<file path="src/rtl/uart_conf_rx.sv">
// Purpose: UART receiver that assembles CONF_PAR_NUM serial words into a parameter bank and commits it atomically.
// Latency: bank and conf_valid update one clk after the mid-bit sample of the last stop bit (plus 2-flop sync).
// Backpressure: none; the serial line cannot be stalled, so the bank is simply overwritten on each commit.
module uart_conf_rx #(
    parameter int CONF_PAR_MAX = 8,
    parameter int CONF_PAR_NUM = 5,
    parameter int CLKS_PER_BIT = 16,
    parameter int TIMEOUT_BITS = 4
) (
    input  logic                                 clk,
    input  logic                                 rst_n,
    input  logic                                 uart_data,
    output logic [CONF_PAR_NUM*CONF_PAR_MAX-1:0] sh_reg,
    output logic                                 conf_valid,
    output logic                                 frame_err,
    output logic                                 busy
);

    localparam int BANK_W = CONF_PAR_NUM * CONF_PAR_MAX;
    localparam int HALF   = CLKS_PER_BIT / 2;
    localparam int TO_CYC = TIMEOUT_BITS * CLKS_PER_BIT;
    localparam int CNT_W  = (CLKS_PER_BIT > 1) ? $clog2(CLKS_PER_BIT) : 1;
    localparam int BIT_W  = (CONF_PAR_MAX > 1) ? $clog2(CONF_PAR_MAX) : 1;
    localparam int IDX_W  = (CONF_PAR_NUM > 1) ? $clog2(CONF_PAR_NUM) : 1;
    localparam int IDLE_W = (TO_CYC > 1) ? $clog2(TO_CYC) : 1;

    localparam logic [CNT_W-1:0]  HALF_END = CNT_W'(HALF - 1);
    localparam logic [CNT_W-1:0]  BIT_END  = CNT_W'(CLKS_PER_BIT - 1);
    localparam logic [BIT_W-1:0]  LAST_BIT = BIT_W'(CONF_PAR_MAX - 1);
    localparam logic [IDX_W-1:0]  LAST_IDX = IDX_W'(CONF_PAR_NUM - 1);
    localparam logic [IDLE_W-1:0] IDLE_END = IDLE_W'(TO_CYC - 1);

    typedef enum logic [1:0] {
        IDLE  = 2'd0,
        START = 2'd1,
        DATA  = 2'd2,
        STOP  = 2'd3
    } state_t;

    state_t              state_q, state_d;
    logic                sync1_q, sync1_d;
    logic                sync2_q, sync2_d;
    logic                rx_prev_q, rx_prev_d;
    logic [CNT_W-1:0]    cnt_q, cnt_d;
    logic [BIT_W-1:0]    bit_cnt_q, bit_cnt_d;
    logic [IDX_W-1:0]    word_idx_q, word_idx_d;
    logic [IDLE_W-1:0]   idle_cnt_q, idle_cnt_d;
    logic [CONF_PAR_MAX-1:0] shift_q, shift_d;
    logic [BANK_W-1:0]   stage_q, stage_d;
    logic [BANK_W-1:0]   sh_reg_q, sh_reg_d;
    logic                conf_valid_q, conf_valid_d;
    logic                frame_err_q, frame_err_d;
    logic                busy_q, busy_d;

    logic                rx;
    logic                fall;
    logic [BANK_W-1:0]   stage_wr;

    assign rx   = sync2_q;
    assign fall = rx_prev_q & ~rx;

    assign sh_reg     = sh_reg_q;
    assign conf_valid = conf_valid_q;
    assign frame_err  = frame_err_q;
    assign busy       = busy_q;

    always_comb begin
        state_d      = state_q;
        sync1_d      = uart_data;
        sync2_d      = sync1_q;
        rx_prev_d    = rx;
        cnt_d        = cnt_q;
        bit_cnt_d    = bit_cnt_q;
        word_idx_d   = word_idx_q;
        idle_cnt_d   = idle_cnt_q;
        shift_d      = shift_q;
        stage_d      = stage_q;
        sh_reg_d     = sh_reg_q;
        conf_valid_d = 1'b0;
        frame_err_d  = 1'b0;
        busy_d       = busy_q;

        // First word received lands in the top slot of the bank.
        stage_wr = stage_q;
        for (int i = 0; i < CONF_PAR_NUM; i++) begin
            if (word_idx_q == IDX_W'(CONF_PAR_NUM - 1 - i)) begin
                stage_wr[i*CONF_PAR_MAX +: CONF_PAR_MAX] = shift_q;
            end
        end

        case (state_q)
            IDLE: begin
                cnt_d     = '0;
                bit_cnt_d = '0;
                if (word_idx_q != '0) begin
                    if (idle_cnt_q == IDLE_END) begin
                        stage_d     = '0;
                        word_idx_d  = '0;
                        frame_err_d = 1'b1;
                        busy_d      = 1'b0;
                        idle_cnt_d  = '0;
                    end else if (rx) begin
                        idle_cnt_d = idle_cnt_q + 1'b1;
                    end else begin
                        idle_cnt_d = '0;
                    end
                end else begin
                    idle_cnt_d = '0;
                end
                // A falling edge needs the line high first, which also re-arms after a framing error.
                if (fall) begin
                    state_d    = START;
                    idle_cnt_d = '0;
                end
            end

            START: begin
                cnt_d = cnt_q + 1'b1;
                if (cnt_q == HALF_END) begin
                    cnt_d = '0;
                    if (!rx) begin
                        state_d = DATA;
                        busy_d  = 1'b1;
                    end else begin
                        state_d = IDLE;
                    end
                end
            end

            DATA: begin
                cnt_d = cnt_q + 1'b1;
                if (cnt_q == BIT_END) begin
                    cnt_d   = '0;
                    shift_d = {shift_q[CONF_PAR_MAX-2:0], rx};
                    if (bit_cnt_q == LAST_BIT) begin
                        bit_cnt_d = '0;
                        state_d   = STOP;
                    end else begin
                        bit_cnt_d = bit_cnt_q + 1'b1;
                    end
                end
            end

            STOP: begin
                cnt_d = cnt_q + 1'b1;
                if (cnt_q == BIT_END) begin
                    cnt_d   = '0;
                    state_d = IDLE;
                    if (rx) begin
                        if (word_idx_q == LAST_IDX) begin
                            sh_reg_d     = stage_wr;
                            conf_valid_d = 1'b1;
                            stage_d      = '0;
                            word_idx_d   = '0;
                            busy_d       = 1'b0;
                        end else begin
                            stage_d    = stage_wr;
                            word_idx_d = word_idx_q + 1'b1;
                        end
                    end else begin
                        stage_d     = '0;
                        word_idx_d  = '0;
                        frame_err_d = 1'b1;
                        busy_d      = 1'b0;
                    end
                end
            end

            default: state_d = IDLE;
        endcase
    end

    always_ff @(posedge clk or negedge rst_n) begin
        if (!rst_n) begin
            state_q      <= IDLE;
            sync1_q      <= 1'b1;
            sync2_q      <= 1'b1;
            rx_prev_q    <= 1'b1;
            cnt_q        <= '0;
            bit_cnt_q    <= '0;
            word_idx_q   <= '0;
            idle_cnt_q   <= '0;
            shift_q      <= '0;
            stage_q      <= '0;
            sh_reg_q     <= '0;
            conf_valid_q <= 1'b0;
            frame_err_q  <= 1'b0;
            busy_q       <= 1'b0;
        end else begin
            state_q      <= state_d;
            sync1_q      <= sync1_d;
            sync2_q      <= sync2_d;
            rx_prev_q    <= rx_prev_d;
            cnt_q        <= cnt_d;
            bit_cnt_q    <= bit_cnt_d;
            word_idx_q   <= word_idx_d;
            idle_cnt_q   <= idle_cnt_d;
            shift_q      <= shift_d;
            stage_q      <= stage_d;
            sh_reg_q     <= sh_reg_d;
            conf_valid_q <= conf_valid_d;
            frame_err_q  <= frame_err_d;
            busy_q       <= busy_d;
        end
    end

endmodule
</file>
<file path="config.mk">
export PLATFORM = sky130hd
export DESIGN_NAME = uart_conf_rx
export DESIGN_NICKNAME = d
export VERILOG_FILES = /design/src/rtl/uart_conf_rx.sv
export SDC_FILE = /design/constraint.sdc
export NUM_CORES = 1
export LEC_CHECK = 0
export ABC_AREA = 1
export CAP_MARGIN = 20
export CORE_MARGIN = 2
export CORE_UTILIZATION = 52
export DETAILED_ROUTE_END_ITERATION = 8
export GPL_TIMING_DRIVEN = 0
export PLACE_DENSITY = 0.83
export SYNTH_ARGS = -nofsm -noshare
export SYNTH_HDL_FRONTEND = slang
export SYNTH_SLANG_ARGS = --single-unit
</file>
<file path="constraint.sdc">
create_clock -name clk -period 1.6 [get_ports clk]
set_input_delay 0.32 -clock clk [delete_from_list [all_inputs] [get_ports clk]]
set_output_delay 0.32 -clock clk [all_outputs]
set_load 0.02 [all_outputs]
</file>
* After elaboration in Yosys (flattened, before gate mapping)
Index checks and enable logic that the tools add are counted.
** Storage, ports and cells
- Word-level logic and storage cells :: 104
- Input port bits :: 3
- Flip-flop bits (word level) :: 112
** Operators by class
- $add $sub $neg :: 4
- Muxes and demuxes :: 51
- Bitwise logic cells :: 2
- Reduce and logical (&&, ||, !) cells :: 13
- Equal/unequal tests :: 20
** Operator list (number)
- 40-bit two-way mux :: 5
- 40-bit case mux with 2 select lines :: 1
- 8-bit two-way mux :: 5
- 6-bit two-way mux :: 4
- 3-bit two-way mux :: 7
- 2-bit != test, second input constant :: 8
- 1-bit two-way mux :: 15
- 2-bit two-way mux :: 6
- 3-bit case mux with 2 select lines :: 2
- 4-bit case mux with 3 select lines :: 1
- 4-bit two-way mux :: 2
- 2-bit case mux with 4 select lines :: 1
- 4-bit AND reduction :: 2
- 7-bit AND reduction :: 1
- 3-bit by 1-bit adder with 3-bit output, second input constant :: 2
- 6-bit by 1-bit adder with 6-bit output, second input constant :: 1
- 3-bit by 2-bit equality test with 1-bit output, second input constant :: 2
- 3-bit equality test, second input constant :: 2
- 6-bit equality test, second input constant :: 1
- 3-bit nonzero test :: 2
- 5-bit AND reduction :: 1
- 4-bit by 1-bit adder with 4-bit output, second input constant :: 1
- 2-bit equality test, second input constant :: 2
- 4-bit by 3-bit equality test with 1-bit output, second input constant :: 1
- other kinds (13) :: 15

* Logic depth before layout (Yosys ltp)
- Word-level depth :: 6
- Gate-level depth with buffers :: 11
- Mapped depth without buffers :: 10

* Least setup slack after synthesis
OpenSTA, ideal clock, no wires.
- Kind :: reg-to-reg
- From :: reg word_idx_q[0]
- To :: reg stage_q[30]
- Arrival :: 1.472 ns
- Setup slack :: 0.011 ns
- Buffers on the path :: 1
- Stages on the path, launching flop included :: 11
- Period minus slack after synthesis :: 1.589 ns
- Setup time :: 0.116 ns
- Required time :: 1.484 ns
- Path through :: dfrtp_1 inv_1 ha_1 inv_2 nor2_4 nand2_2 nand2_1 inv_2 buf_2 nand3_1 nand2_1
** Between the ends
- Word-level cells in the longest chain between the ends :: 6
** Ends and longest elaborated chain
- start, declared :: RTL line 46 : logic [IDX_W-1:0] word_idx_q, word_idx_d;
- start signal, assigned :: RTL line 196 : word_idx_q <= word_idx_d;
- 3-bit by 1-bit equality test with 1-bit output :: RTL line 86 : if (word_idx_q == IDX_W'(CONF_PAR_NUM - 1 - i)) begin
- 8-bit two-way mux :: RTL line 86
- 40-bit two-way mux :: RTL line 150 : if (word_idx_q == LAST_IDX) begin
- 40-bit two-way mux :: RTL line 149 : if (rx) begin
- 40-bit two-way mux :: RTL line 146 : if (cnt_q == BIT_END) begin
- 40-bit case mux with 2 select lines :: RTL line 91 : case (state_q)
- end signal, assigned :: RTL line 199 : stage_q <= stage_d;
- end, declared :: RTL line 49 : logic [BANK_W-1:0] stage_q, stage_d;
Several ways; a longest one is shown, not always the timed one. The select of a mux whose other input is x is not followed.
A chain may end at the register's enable or synchronous reset.

* Worst setup path in the final report
- From :: reg state_q[0]
- To :: reg word_idx_q[2]
** Between the ends
- Word-level cells in the longest chain between the ends :: 3
** Ends and longest elaborated chain
- start, declared :: RTL line 40 : state_t state_q, state_d;
- start signal, assigned :: RTL line 190 : state_q <= state_d;
- 2-bit equality test / 2-bit zero test (equally long branches) :: RTL line 91
- 2-bit != test (no line) / 2-bit nonzero test (equally long branches)
- 4-bit AND reduction (no line)
Several ways; a longest one is shown, not always the timed one.

==> impl_metrics.env <==
export IMPL_yosys_top_cells_area="dfrtp_1, nand2_1, o21ai_0"
export IMPL_layout_commonest_cell="nand2_1"
export IMPL_final_util=0.667
export IMPL_placed_cell_area_um2=5800
export IMPL_timing_rr_start="state_q[0]"
export IMPL_cts_tree="yes"
export IMPL_design_area_um2=6460
export IMPL_cp_end_kind="register"
export IMPL_cp_num_buf_inv=3
export IMPL_synth_simple_area_share=0.237
export IMPL_relSlewSlack=0.513
export IMPL_violations="hold timing, setup timing"
export IMPL_nNetsFinal=708
export IMPL_drv_cap=0
export IMPL_drt_total_wl_um=13400
export IMPL_final_cell_mix="nand2_1, dfrtp_1, o21ai_0"
export IMPL_synth_edf_count=0
export IMPL_synth_compound_area_frac=0.0954
export IMPL_synthMuxAreaShare=0.0175
export IMPL_power_switching_mw=2.35
export IMPL_cts_hold_buffers_added=0
export IMPL_wl_per_cell_um=16.1
export IMPL_synth_top_family_by_area="simple AND/OR/NAND/NOR gates"
export IMPL_io_buffers=45
export IMPL_swShare=0.358
export IMPL_yosys_area_top_type="dfrtp_1"
export IMPL_combPwrFrac=0.311
export IMPL_dp_cells=790
export IMPL_vias=4593
export IMPL_hp_class="in -> async"
export IMPL_dp_hpwl_um=8410
export IMPL_critPathMaxStageDelay_ps=440
export IMPL_hold_ws_ps=-25.5
export IMPL_cts_made_buffers=9
export IMPL_dieArea_um2=10700
export IMPL_maxSlewViolCount=0
export IMPL_ys_types=29
export IMPL_synth_seq_cells=112
export IMPL_grt_pass1_vias=4335
export IMPL_fin_crit_ps=1700
export IMPL_ys_seq_area_frac=0.544
export IMPL_crit_start="state_q[0]"
export IMPL_cpMostUsedCell="nand2_1"
export IMPL_rows=36
export IMPL_power_density_nw_per_um2=1020
export IMPL_gr_total_overflow=0
export IMPL_fmax_mhz=588
export IMPL_finalClockSkew_ps=18.5
export IMPL_vdd_drop_max_mv=1.02
export IMPL_yosysWarnings=0
export IMPL_cp_max_fo=10
export IMPL_die_y_um=104
export IMPL_seqPwrFrac=0.450
export IMPL_die_w_um=104
export IMPL_async_flop_share=1.00
export IMPL_drt_iter0_drc=411
export IMPL_hold_viol_final=11
export IMPL_fin_ws_ps=-101
export IMPL_critPathRequiredTime_ps=1920
export IMPL_rsz0062_at_grt="yes"
export IMPL_syn_area_um2=5150
export IMPL_fin_tns_setup_ps=-839
export IMPL_syn_inst=611
export IMPL_drtPass1Iterations=6
export IMPL_diodes=0
export IMPL_path_class="reg -> reg"
export IMPL_synth_fa_ha_area_frac=0.0340
export IMPL_postRouteAntennaNets=0
export IMPL_cp_cell_sequence="inv_2 -> ha_4 -> inv_4 -> nand2_1 -> nand2_8 -> clkbuf_4 -> nand3_1 -> nand2_1"
export IMPL_clk_latency_ps=380
export IMPL_drive_gt1_frac=0.168
export IMPL_grt_pass1_wl_um=20500
export IMPL_cp_top_family="simple AND/OR/NAND/NOR gates"
export IMPL_cp_start_kind="register"
export IMPL_synth_top_area_frac=0.529
export IMPL_drc=0
export IMPL_dp_slack_ps=-341
export IMPL_cell_internal_pwr_mw=4.21
export IMPL_clockRootBuffer="clkbuf_8"
export IMPL_grt_max_degree=58
export IMPL_arrival_ps=2020
export IMPL_leakage_nw=3.40
export IMPL_antenna_found_initial=0
export IMPL_core_um2=9680
export IMPL_path_clk_slew_ps=110
export IMPL_synth_main_ff_cell="dfrtp_1"
export IMPL_tightest_slew_ps=730
export IMPL_cts_path_max_buffers=2
export IMPL_vias_per_cell=5.54
export IMPL_area_delta_synth_final_pct=25.3
export IMPL_final_setup_viol_count=31
export IMPL_cp_slowest_cell="dfrtp_1"
export IMPL_cts_sinks=112
export IMPL_start_util=0.532
export IMPL_clockPowerShare=0.239
export IMPL_avgSynthCellArea_um2=8.44
export IMPL_stdcell_count=829
export IMPL_h_tree_depth=3
export IMPL_finalCritPeriodShare=1.06
export IMPL_finalWeightedCongestion=0.887
export IMPL_grt_usage=0.235
export IMPL_total_power_mw=6.57
export IMPL_io_pins=46
export IMPL_yosys_area_share_xor_xnor=0.00510
export IMPL_status="finished, violations left"
export IMPL_synth_nets=628
[metal layers]
layer / GRT usage / vias to the layer above / share of wire
li1: - / 2108 / -
met1: 0.284 / 2206 / 0.39
met2: 0.411 / 225 / 0.51
met3: 0.0554 / 54 / 0.066
met4: 0.0878 / 0 / 0.036
met5: 0 / - / 0
[logic make-up after synthesis]
group / Yosys count
AND/OR/NAND/NOR: 295
multiplexers: 9
buffers and inverters: 81
adder cells (fa/ha/maj): 14
AO/OA/AOI/OAI: 97
flip-flops: 112
XOR/XNOR: 3
[Yosys cell counts (3+ instances only)]
library cell	count
a21oi_1	4
buf_2	15
buf_6	3
clkbuf_1	9
dfrtp_1	109
dfstp_2	3
ha_1	14
inv_1	49
inv_2	4
mux2i_1	9
nand2_1	190
nand2_2	3
nand3_1	46
nor2_1	46
nor3_1	3
o21ai_0	86
o21ai_1	4
[layout make-up]
class	count	area, µm²
plain buffers	27	258
well taps	133	166
repair buffers	68	603
inverters	54	225
flip-flops and latches	112	2810
clock buffers	10	128
multi-input cells	419	2220
clock inverters	6	51.3
fillers	750	3230
[power groups by stage]
stage | Sequential [mW] | Combinational (mW) | Clock, mW
2_1_floorplan | 3.01 | 0.896 | 0
3_3_place_gp | 3.00 | 1.26 | 0
3_5_place_dp | 3.01 | 1.31 | 0
4_1_cts | 2.94 | 1.62 | 1.59
5_1_grt | 2.97 | 2.20 | 1.71
6_report | 2.96 | 2.04 | 1.57
[repair_timing]
item | in CTS | in global routing
endpoints found under the setup margin | 141 | 100
pin swaps | 3 | 9
resized for setup | 102 | 84
endpoints found under the hold margin | 0 | 0
setup buffers | 12 | 6
gates cloned | 1 | 4
[final timing paths]
| check | endpoint | slack (ps) | depth (start not counted) |
|---|---|---|---|
| min in group clk | sync1_q | 360 | 1 |
| worst max-delay path | word_idx_q[2] | -100 | 8 |
| max in group asynchronous | rx_prev_q | 850 | 2 |
| worst max register to register | word_idx_q[2] | -100 | 8 |
| worst min register to register | rx | 360 | 0 |
| worst min-delay path | sh_reg[29] | -30 | 1 |
(Power assumes the default switching activity.)
